$ cat src/rtl/phase_sampler_pkg.sv
// Shared definitions for the oscillator phase sampler: FSM encoding,
// default counter width, register map offsets and the spin decision rule.
package phase_sampler_pkg;

    typedef enum logic [1:0] {
        PS_IDLE   = 2'd0,
        PS_SAMPLE = 2'd1,
        PS_DONE   = 2'd2
    } ps_state_t;

    localparam int CNT_W_DEFAULT = 16;

    // Byte offsets seen by firmware through the register wrapper.
    localparam logic [7:0] REG_WINDOW     = 8'h00;
    localparam logic [7:0] REG_START      = 8'h04;
    localparam logic [7:0] REG_STATUS     = 8'h08;
    localparam logic [7:0] REG_COUNT_BASE = 8'h10;

    // Anti-phase when strictly more than half the samples mismatched;
    // an exact half is a tie and resolves to 0.
    function automatic logic spin_decision(input logic [31:0] count,
                                           input logic [31:0] win);
        return count > (win >> 1);
    endfunction

endpackage

$ cat src/rtl/phase_sync_counter.sv
// One oscillator lane: metastability synchronizer followed by a mismatch
// counter that compares the synchronized tap against the reference tap.
module phase_sync_counter
    import phase_sampler_pkg::*;
#(
    parameter int CNT_W       = CNT_W_DEFAULT,
    parameter int SYNC_STAGES = 2
) (
    input  logic             clk,
    input  logic             axi_rstn,
    input  logic             osc,
    input  logic             ref_bit,
    input  logic             clear,
    input  logic             enable,
    output logic             synced,
    output logic [CNT_W-1:0] count
);

    logic [SYNC_STAGES-1:0] chain;

    // Free-running synchronizer; runs in every state so the lane is settled
    // before a measurement starts.
    always_ff @(posedge clk or negedge axi_rstn) begin
        if (!axi_rstn) begin
            chain <= '0;
        end else begin
            chain <= {chain[SYNC_STAGES-2:0], osc};
        end
    end

    assign synced = chain[SYNC_STAGES-1];

    // Count samples where this lane disagrees with the reference.
    always_ff @(posedge clk or negedge axi_rstn) begin
        if (!axi_rstn) begin
            count <= '0;
        end else if (clear) begin
            count <= '0;
        end else if (enable && (synced ^ ref_bit)) begin
            count <= count + CNT_W'(1);
        end
    end

endmodule

$ cat src/rtl/phase_sampler.sv
// Measures the phase of every oscillator tap against the reference tap
// bot_row[N-1] over a programmable window and derives a spin per tap.
//
// state     | meaning
// ----------+-------------------------------------------------------------
// PS_IDLE   | waiting for start; results from the last run are held
// PS_SAMPLE | one sample per clk into every lane counter, win_q samples
// PS_DONE   | single cycle; spins and done are registered on leaving it
module phase_sampler
    import phase_sampler_pkg::*;
#(
    parameter int N           = 8,
    parameter int CNT_W       = CNT_W_DEFAULT,
    parameter int SYNC_STAGES = 2
) (
    input  logic                 clk,
    input  logic                 axi_rstn,
    input  logic [N-1:0]         bot_row,
    input  logic                 start,
    input  logic [CNT_W-1:0]     window,
    output logic                 busy,
    output logic                 done,
    output logic [N-1:0]         spins,
    input  logic [$clog2(N)-1:0] rd_addr,
    output logic [CNT_W-1:0]     rd_count
);

    ps_state_t        state;
    ps_state_t        state_nxt;
    logic [CNT_W-1:0] win_q;
    logic [CNT_W-1:0] remaining;
    logic             clear;
    logic             enable;
    logic [N-1:0]     s;
    logic [CNT_W-1:0] count [N];
    logic [N-1:0]     spins_calc;

    generate
        for (genvar g = 0; g < N; g++) begin : g_lane
            phase_sync_counter #(
                .CNT_W       (CNT_W),
                .SYNC_STAGES (SYNC_STAGES)
            ) u_lane (
                .clk      (clk),
                .axi_rstn (axi_rstn),
                .osc      (bot_row[g]),
                .ref_bit  (s[N-1]),
                .clear    (clear),
                .enable   (enable),
                .synced   (s[g]),
                .count    (count[g])
            );
        end
    endgenerate

    // State register.
    always_ff @(posedge clk or negedge axi_rstn) begin
        if (!axi_rstn) begin
            state <= PS_IDLE;
        end else begin
            state <= state_nxt;
        end
    end

    // Next state and lane controls; a zero window skips sampling entirely.
    always_comb begin
        state_nxt = state;
        clear     = 1'b0;
        enable    = 1'b0;
        case (state)
            PS_IDLE: begin
                if (start) begin
                    clear     = 1'b1;
                    state_nxt = (window == '0) ? PS_DONE : PS_SAMPLE;
                end
            end
            PS_SAMPLE: begin
                enable = 1'b1;
                if (remaining == '0) begin
                    state_nxt = PS_DONE;
                end
            end
            PS_DONE: begin
                state_nxt = PS_IDLE;
            end
            default: begin
                state_nxt = PS_IDLE;
            end
        endcase
    end

    // Window capture and down-counting sample timer; terminal count zero
    // marks the final sample.
    always_ff @(posedge clk or negedge axi_rstn) begin
        if (!axi_rstn) begin
            win_q     <= '0;
            remaining <= '0;
        end else if (state == PS_IDLE && start) begin
            win_q     <= window;
            remaining <= window - CNT_W'(1);
        end else if (state == PS_SAMPLE && remaining != '0) begin
            remaining <= remaining - CNT_W'(1);
        end
    end

    // Per-lane majority decision against half the window.
    always_comb begin
        spins_calc = '0;
        for (int i = 0; i < N; i++) begin
            spins_calc[i] = spin_decision(32'(count[i]), 32'(win_q));
        end
    end

    // Result registers; spins only change when a run completes.
    always_ff @(posedge clk or negedge axi_rstn) begin
        if (!axi_rstn) begin
            done  <= 1'b0;
            spins <= '0;
        end else begin
            done <= (state == PS_DONE);
            if (state == PS_DONE) begin
                spins <= spins_calc;
            end
        end
    end

    assign busy     = (state == PS_SAMPLE);
    assign rd_count = count[rd_addr];

endmodule

$ cat config.mk
export PLATFORM = sky130hd
export DESIGN_NAME = phase_sampler
export DESIGN_NICKNAME = d
export VERILOG_FILES = /design/src/rtl/phase_sampler_pkg.sv /design/src/rtl/phase_sync_counter.sv /design/src/rtl/phase_sampler.sv
export SDC_FILE = /design/constraint.sdc
export NUM_CORES = 1
export LEC_CHECK = 0
export CORE_ASPECT_RATIO = 0.8
export CORE_MARGIN = 8
export CORE_UTILIZATION = 59
export DETAILED_ROUTE_END_ITERATION = 10
export DONT_BUFFER_PORTS = 1
export PLACE_DENSITY_LB_ADDON = 0.2
export SLEW_MARGIN = 20
export SYNTH_ARGS = -nofsm -noshare
export SYNTH_HDL_FRONTEND = slang
export SYNTH_SLANG_ARGS = --single-unit
$ cat constraint.sdc
create_clock -name clk -period 2.55 [get_ports clk]
set_input_delay 0.51 -clock clk [delete_from_list [all_inputs] [get_ports clk]]
set_output_delay 0.51 -clock clk [all_outputs]
set_load 0.005 [all_outputs]
Word-level counts from Yosys, hierarchy flattened

Cells that the tools add are included.

Register bits: 171
Output and inout port bits: 26
Input port bits: 30

Equality and inequality tests: 4
Bitwise gates (word level): 8
Muxes and demuxes: 26
Reductions and logical operators: 22
$lt $le $gt $ge: 9
Add/sub/neg operators: 9

Operator list:

| operator                | count |
|---|---|
| $mux W16                | 18 |
| $add A16 B1 Y16 const B | 7 |
| $gt A16 B15 Y1          | 7 |
| $bmux W16 S3            | 1 |
| $logic_not A16 Y1       | 2 |
| $sub A16 B1 Y16 const B | 2 |
| $reduce_bool A16 Y1     | 1 |
| $reduce_bool A2 Y1      | 8 |
| $gt A1 B15 Y1 const A   | 1 |
| $logic_and A1 B1 Y1     | 9 |
| $xor A1 B1 Y1           | 7 |
| $mux W2                 | 3 |
| $ge A4 B4 Y1 const B    | 1 |
| $not A3 Y4              | 1 |
| $pmux W2 S2             | 1 |
| $mux W1                 | 3 |
| $eq A2 B1 Y1 const B    | 1 |
| $eq A2 B2 Y1 const B    | 1 |
| $logic_not A2 Y1        | 1 |
| $ne A2 B1 Y1 const B    | 1 |
| $ne A2 B2 Y1 const B    | 1 |
| $reduce_and A2 Y1       | 1 |

Depth between registers and ports, before layout

Gate-level depths: netlist (run 1).

Depth in word-level cells: 5
Gate-level depth with buffers: 9
Depth with buffers taken out: 8

Cells and area by module

Synthesis (run 1) repeated with hierarchy kept, for this count alone.

Cells, all modules: 1340
Area, all modules: 12995.0 sq um

By module, submodules not included:

| module             | seq. area each (sq um) | cells each | area an instance (sq um) | instances |
|---|---|---|---|---|
| phase_sync_counter | 450.4                  | 90         | 887.1                    | 8 |
| phase_sampler      | 1051.0                 | 620        | 5898.2                   | 1 |

Least setup slack after synthesis (run 1)

Ideal clock, no wire load.

Path kind: input-to-output
Start point: input port rd_addr[0]
End point: output port rd_count[3]
Stages on the path: 4
Path buffers: 2
Data required time: 2.040 ns
Arrival time: 2.143 ns
Setup slack: -0.103 ns
Cell sequence: clkbuf_1 buf_1 mux4_2 mux2_2

Cells in the longest elaborated chain, start to end: 4

Ends and longest elaborated chain:

| item                                        | RTL line             | source |
|---|---|---|
| start, declared                             | phase_sampler.sv:24  | `input logic [$clog2(N)-1:0] rd_addr,` |
| $not A3 Y4 (implied by the code)            | phase_sampler.sv:128 | `assign rd_count = count[rd_addr];` |
| $bmux W16 S3                                | phase_sampler.sv:128 |  |
| $mux W16 (implied by the code) (2 in a row) | phase_sampler.sv:128 |  |
| end, declared                               | phase_sampler.sv:25  | `output logic [CNT_W-1:0] rd_count` |

Every way passes these cells. The select of a mux whose other input is x is not followed.

Worst setup path after layout (run 1)

Start point: register remaining[3]
End point: register remaining[8]

Cells in the longest elaborated chain, start to end: 3

Ends and longest elaborated chain:

| item                                                          | RTL line                                   | source |
|---|---|---|
| start, declared                                               | phase_sampler.sv:31                        | `logic [CNT_W-1:0] remaining;` |
| start signal, assigned                                        | phase_sampler.sv:100                       | `remaining <= window - CNT_W'(1);` |
| start signal, assigned                                        | phase_sampler.sv:102                       | `remaining <= remaining - CNT_W'(1);` |
| $sub A16 B1 Y16 / $reduce_bool A16 Y1 (equally long branches) | phase_sampler.sv:102, phase_sampler.sv:101 |  |
| $mux W16 / $logic_and A1 B1 Y1 (equally long branches)        | phase_sampler.sv:101                       | `end else if (state == PS_SAMPLE && remaining != '0) begin` |
| $mux W16 / $reduce_bool A2 Y1 (equally long branches)         | --                                         |  |

Several ways; a longest one is shown, not always the timed one. The select of a mux whose other input is x is not followed.
A chain may end at the register's enable or synchronous reset.

==> qor.yml, run 1 <==
run_status:
  run_status: "complete, but fails checks"
  violations: "negative hold slack"
timing:
  rsz0062_at_grt: "false"
  hold_viol_final: 170
  period_share: 0.955
  finalSetupTns_ps: 0
  relSlewSlack: 0.478
  drv_slew: 0
  period_minus_slack_ps: 2440
  finClkSkew_ps: 10.3
  worstMarginPinSlew_ps: 778
  finalSetupViolCount: 0
  fmax_mhz: 410
  hold_ws_ps: -234
worst_setup_path:
  max_stage_delay_ps: 600
  cp.arrival_ps: 2750
  crit_family: "simple AND/OR/NAND/NOR gates"
  endpoint_kind: "register"
  cp.required_ps: 2860
  worstPathBufferInverterCount: 1
  crit_slowest_cell: "or4b_4"
  critPathMaxFanout: 5
  worstPathCellList: "or4_1, or4b_4, o21ai_4, buf_4, nor2_1, xnor2_1, a21oi_1"
  crit_path_start_kind: "register"
  path_class: "reg2reg"
logic_synthesis:
  ys_seq_elements: 170
  synth_compound_area_frac: 0.109
  synth_top_area_share: 0.378
  yosysSeqAreaShare: 0.378
  synth-simple-area-share: 0.201
  yosys_warnings: 0
  synth_area_leader_cell: "dfrtp_1"
  synth.area.top_cells: "dfrtp_1, ha_1, xor2_1"
  synthMuxAreaShare: 0.0684
  synth_fa_ha_area_frac: 0.126
  synthArstFlopShare: 1.00
  synth_top_family_by_area: "simple AND/OR/NAND/NOR gates"
  avgSynthCellArea_um2: 9.34
  ys.flop_type: "dfrtp_1"
  netlist_area_mm2: 0.0112
  yosysUniqueCellTypes: 53
  netlist_instances: 1205
  ys_top_cells_by_count: "dfrtp_1, nor2_1, ha_1"
  synth_edf_count: 0
  synth_nets: 1348
  synth_most_common_cell: "dfrtp_1"
  yosys.area_share.xor_xnor: 0.0903
detailed_routing:
  wl_per_cell_um: 20.2
  wirelength_mm: 30.0
  vias_per_cell: 6.17
  drt_iter0_drc: 670
  drc: 0
  vias: 9162
  ant_nets: 0
  first_pass_iters: 5
placement:
  numPortBuffers: 0
  place.gp.congestion: 0.927
  hpwlAfterDp_mm: 22.2
grt:
  overflow: 0
  grt_pass1_vias: 8844
  grt_max_degree: 171
  antenna_found_initial: 0
  grt_pass1_wl_mm: 48.4
  grt_use_total: 0.260
worst_hold_path:
  hold_class: "in2async"
power:
  peakVddDrop_v: 0.000582
  power.density_mw_per_mm2: 853
  p_leak_nw: 5.48
clock_network:
  clkTransAtPathRegs_ps: 80
  cts-root-buf: "clkbuf_16"
  cts.path.max_buffers: 2
  clk_latency_ps: 440
  cts_sinks: 170
  cts_tree: "yes"
  htreeDepth: 4
  cts_buffers: 17
floorplanning:
  die_area_mm2: 0.0238
  io_pins: 56
  die_w_um: 170
  rows: 45
  coreArea_mm2: 0.0189
  die_h_um: 140
  start_util: 0.596
flow_run:
  max_cap_viol_count: 0
cells_and_area:
  area_delta_synth_final_pct: 8.90
  fin_util: 0.649
  drive_gt1_frac: 0.0931
  nNetsFinal: 1355
==> power breakdown <==
group / switching, mW / internal (mW)
Sequential: 0.542 / 3.18
Clock: 1.25 / 1.33
Combinational: 2.51 / 1.64
==> metal layers <==
metal | GRT usage | share of wire
met1 | 0.364 | 0.46
met2 | 0.399 | 0.45
met3 | 0.0427 | 0.056
met4 | 0.0935 | 0.028
met5 | 0 | 0
==> layout make-up <==
| class | count | area [um^2] |
|---|---|---|
| inverters | 34 | 128 |
| clock inverters | 14 | 143 |
| diodes | 1 | 2.50 |
| fillers | 1551 | 6610 |
| clock buffers | 18 | 439 |
| repair buffers | 33 | 260 |
| multi-input cells | 956 | 6700 |
| well taps | 258 | 323 |
| flip-flops and latches | 170 | 4250 |
==> cells by family after synthesis <==
family	Yosys count
adders and majority gates	113
AOI/OAI and AO/OA	209
xor gates and xnor gates	116
and+or+nand+nor	463
muxes	55
buffers and inverters	79
DFF	170
==> sequential cells by signal (all words and copies together) (netlist names) <==
register,cells
g_lane.u_lane.count,112
g_lane.u_lane.chain,16
remaining,16
win_q,15
spins,8
state,2
done,1
==> worst paths after layout <==
| kind | slack (ps) | depth (start not counted) | to | start |
|---|---|---|---|---|
| hold reg to reg | 350 | 0 | g_lane[0].u_lane.chain[1]$_DFF_PN0_ | g_lane[0].u_lane.chain[0]$_DFF_PN0_ |
| setup / recovery | 110 | 7 | remaining[8]$_DFFE_PN0P_ | remaining[3]$_DFFE_PN0P_ |
| hold / removal | -230 | 0 | g_lane[5].u_lane.chain[0]$_DFF_PN0_ | axi_rstn |
| max in group asynchronous | 2580 | 0 | g_lane[5].u_lane.count[14]$_DFFE_PN0P_ | axi_rstn |
| setup reg to reg | 110 | 7 | remaining[8]$_DFFE_PN0P_ | remaining[3]$_DFFE_PN0P_ |
| min in group clk | 90 | 0 | g_lane[0].u_lane.chain[0]$_DFF_PN0_ | bot_row[0] |
==> metrics by stage <==
stage	instance area (um^2)	worst slack, ps	power, mW	cells
after floorplan	11300	77.5	6.45	1205
after CTS	12200	89.7	10.4	1483
final	12300	114	10.4	1484
after global placement	11700	113	7.67	1451
after detailed placement	11700	37.6	7.80	1451
after global routing	12200	9.62	11.1	1483
==> cell usage in the layout (no fill, tap or decap), types with 16 or more instances in the layout <==
master,instances
a21o_1,16
a21oi_1,61
buf_4,32
clkbuf_16,17
dfrtp_1,170
ha_1,113
inv_1,34
mux2i_1,24
mux4_2,16
nand2_1,110
nand3_1,31
nand4_1,40
nor2_1,135
nor3_1,37
o21ai_0,88
or3_1,19
xnor2_1,56
xor2_1,60
==> what timing repair did <==
item                                    4_1_cts  5_1_grt
endpoints found under the setup margin        0        3
gates resized for setup                       0        3
buffers inserted                              0        0
hold endpoints to repair                    170      170
Power figures use the tool's default switching activity.
==> run 2: changes to the inputs <==
CAP_MARGIN = 0   (was not set)
==> results of run 2 <==
Same layout as run 1: the final DEF is identical, and so are final timing and power.
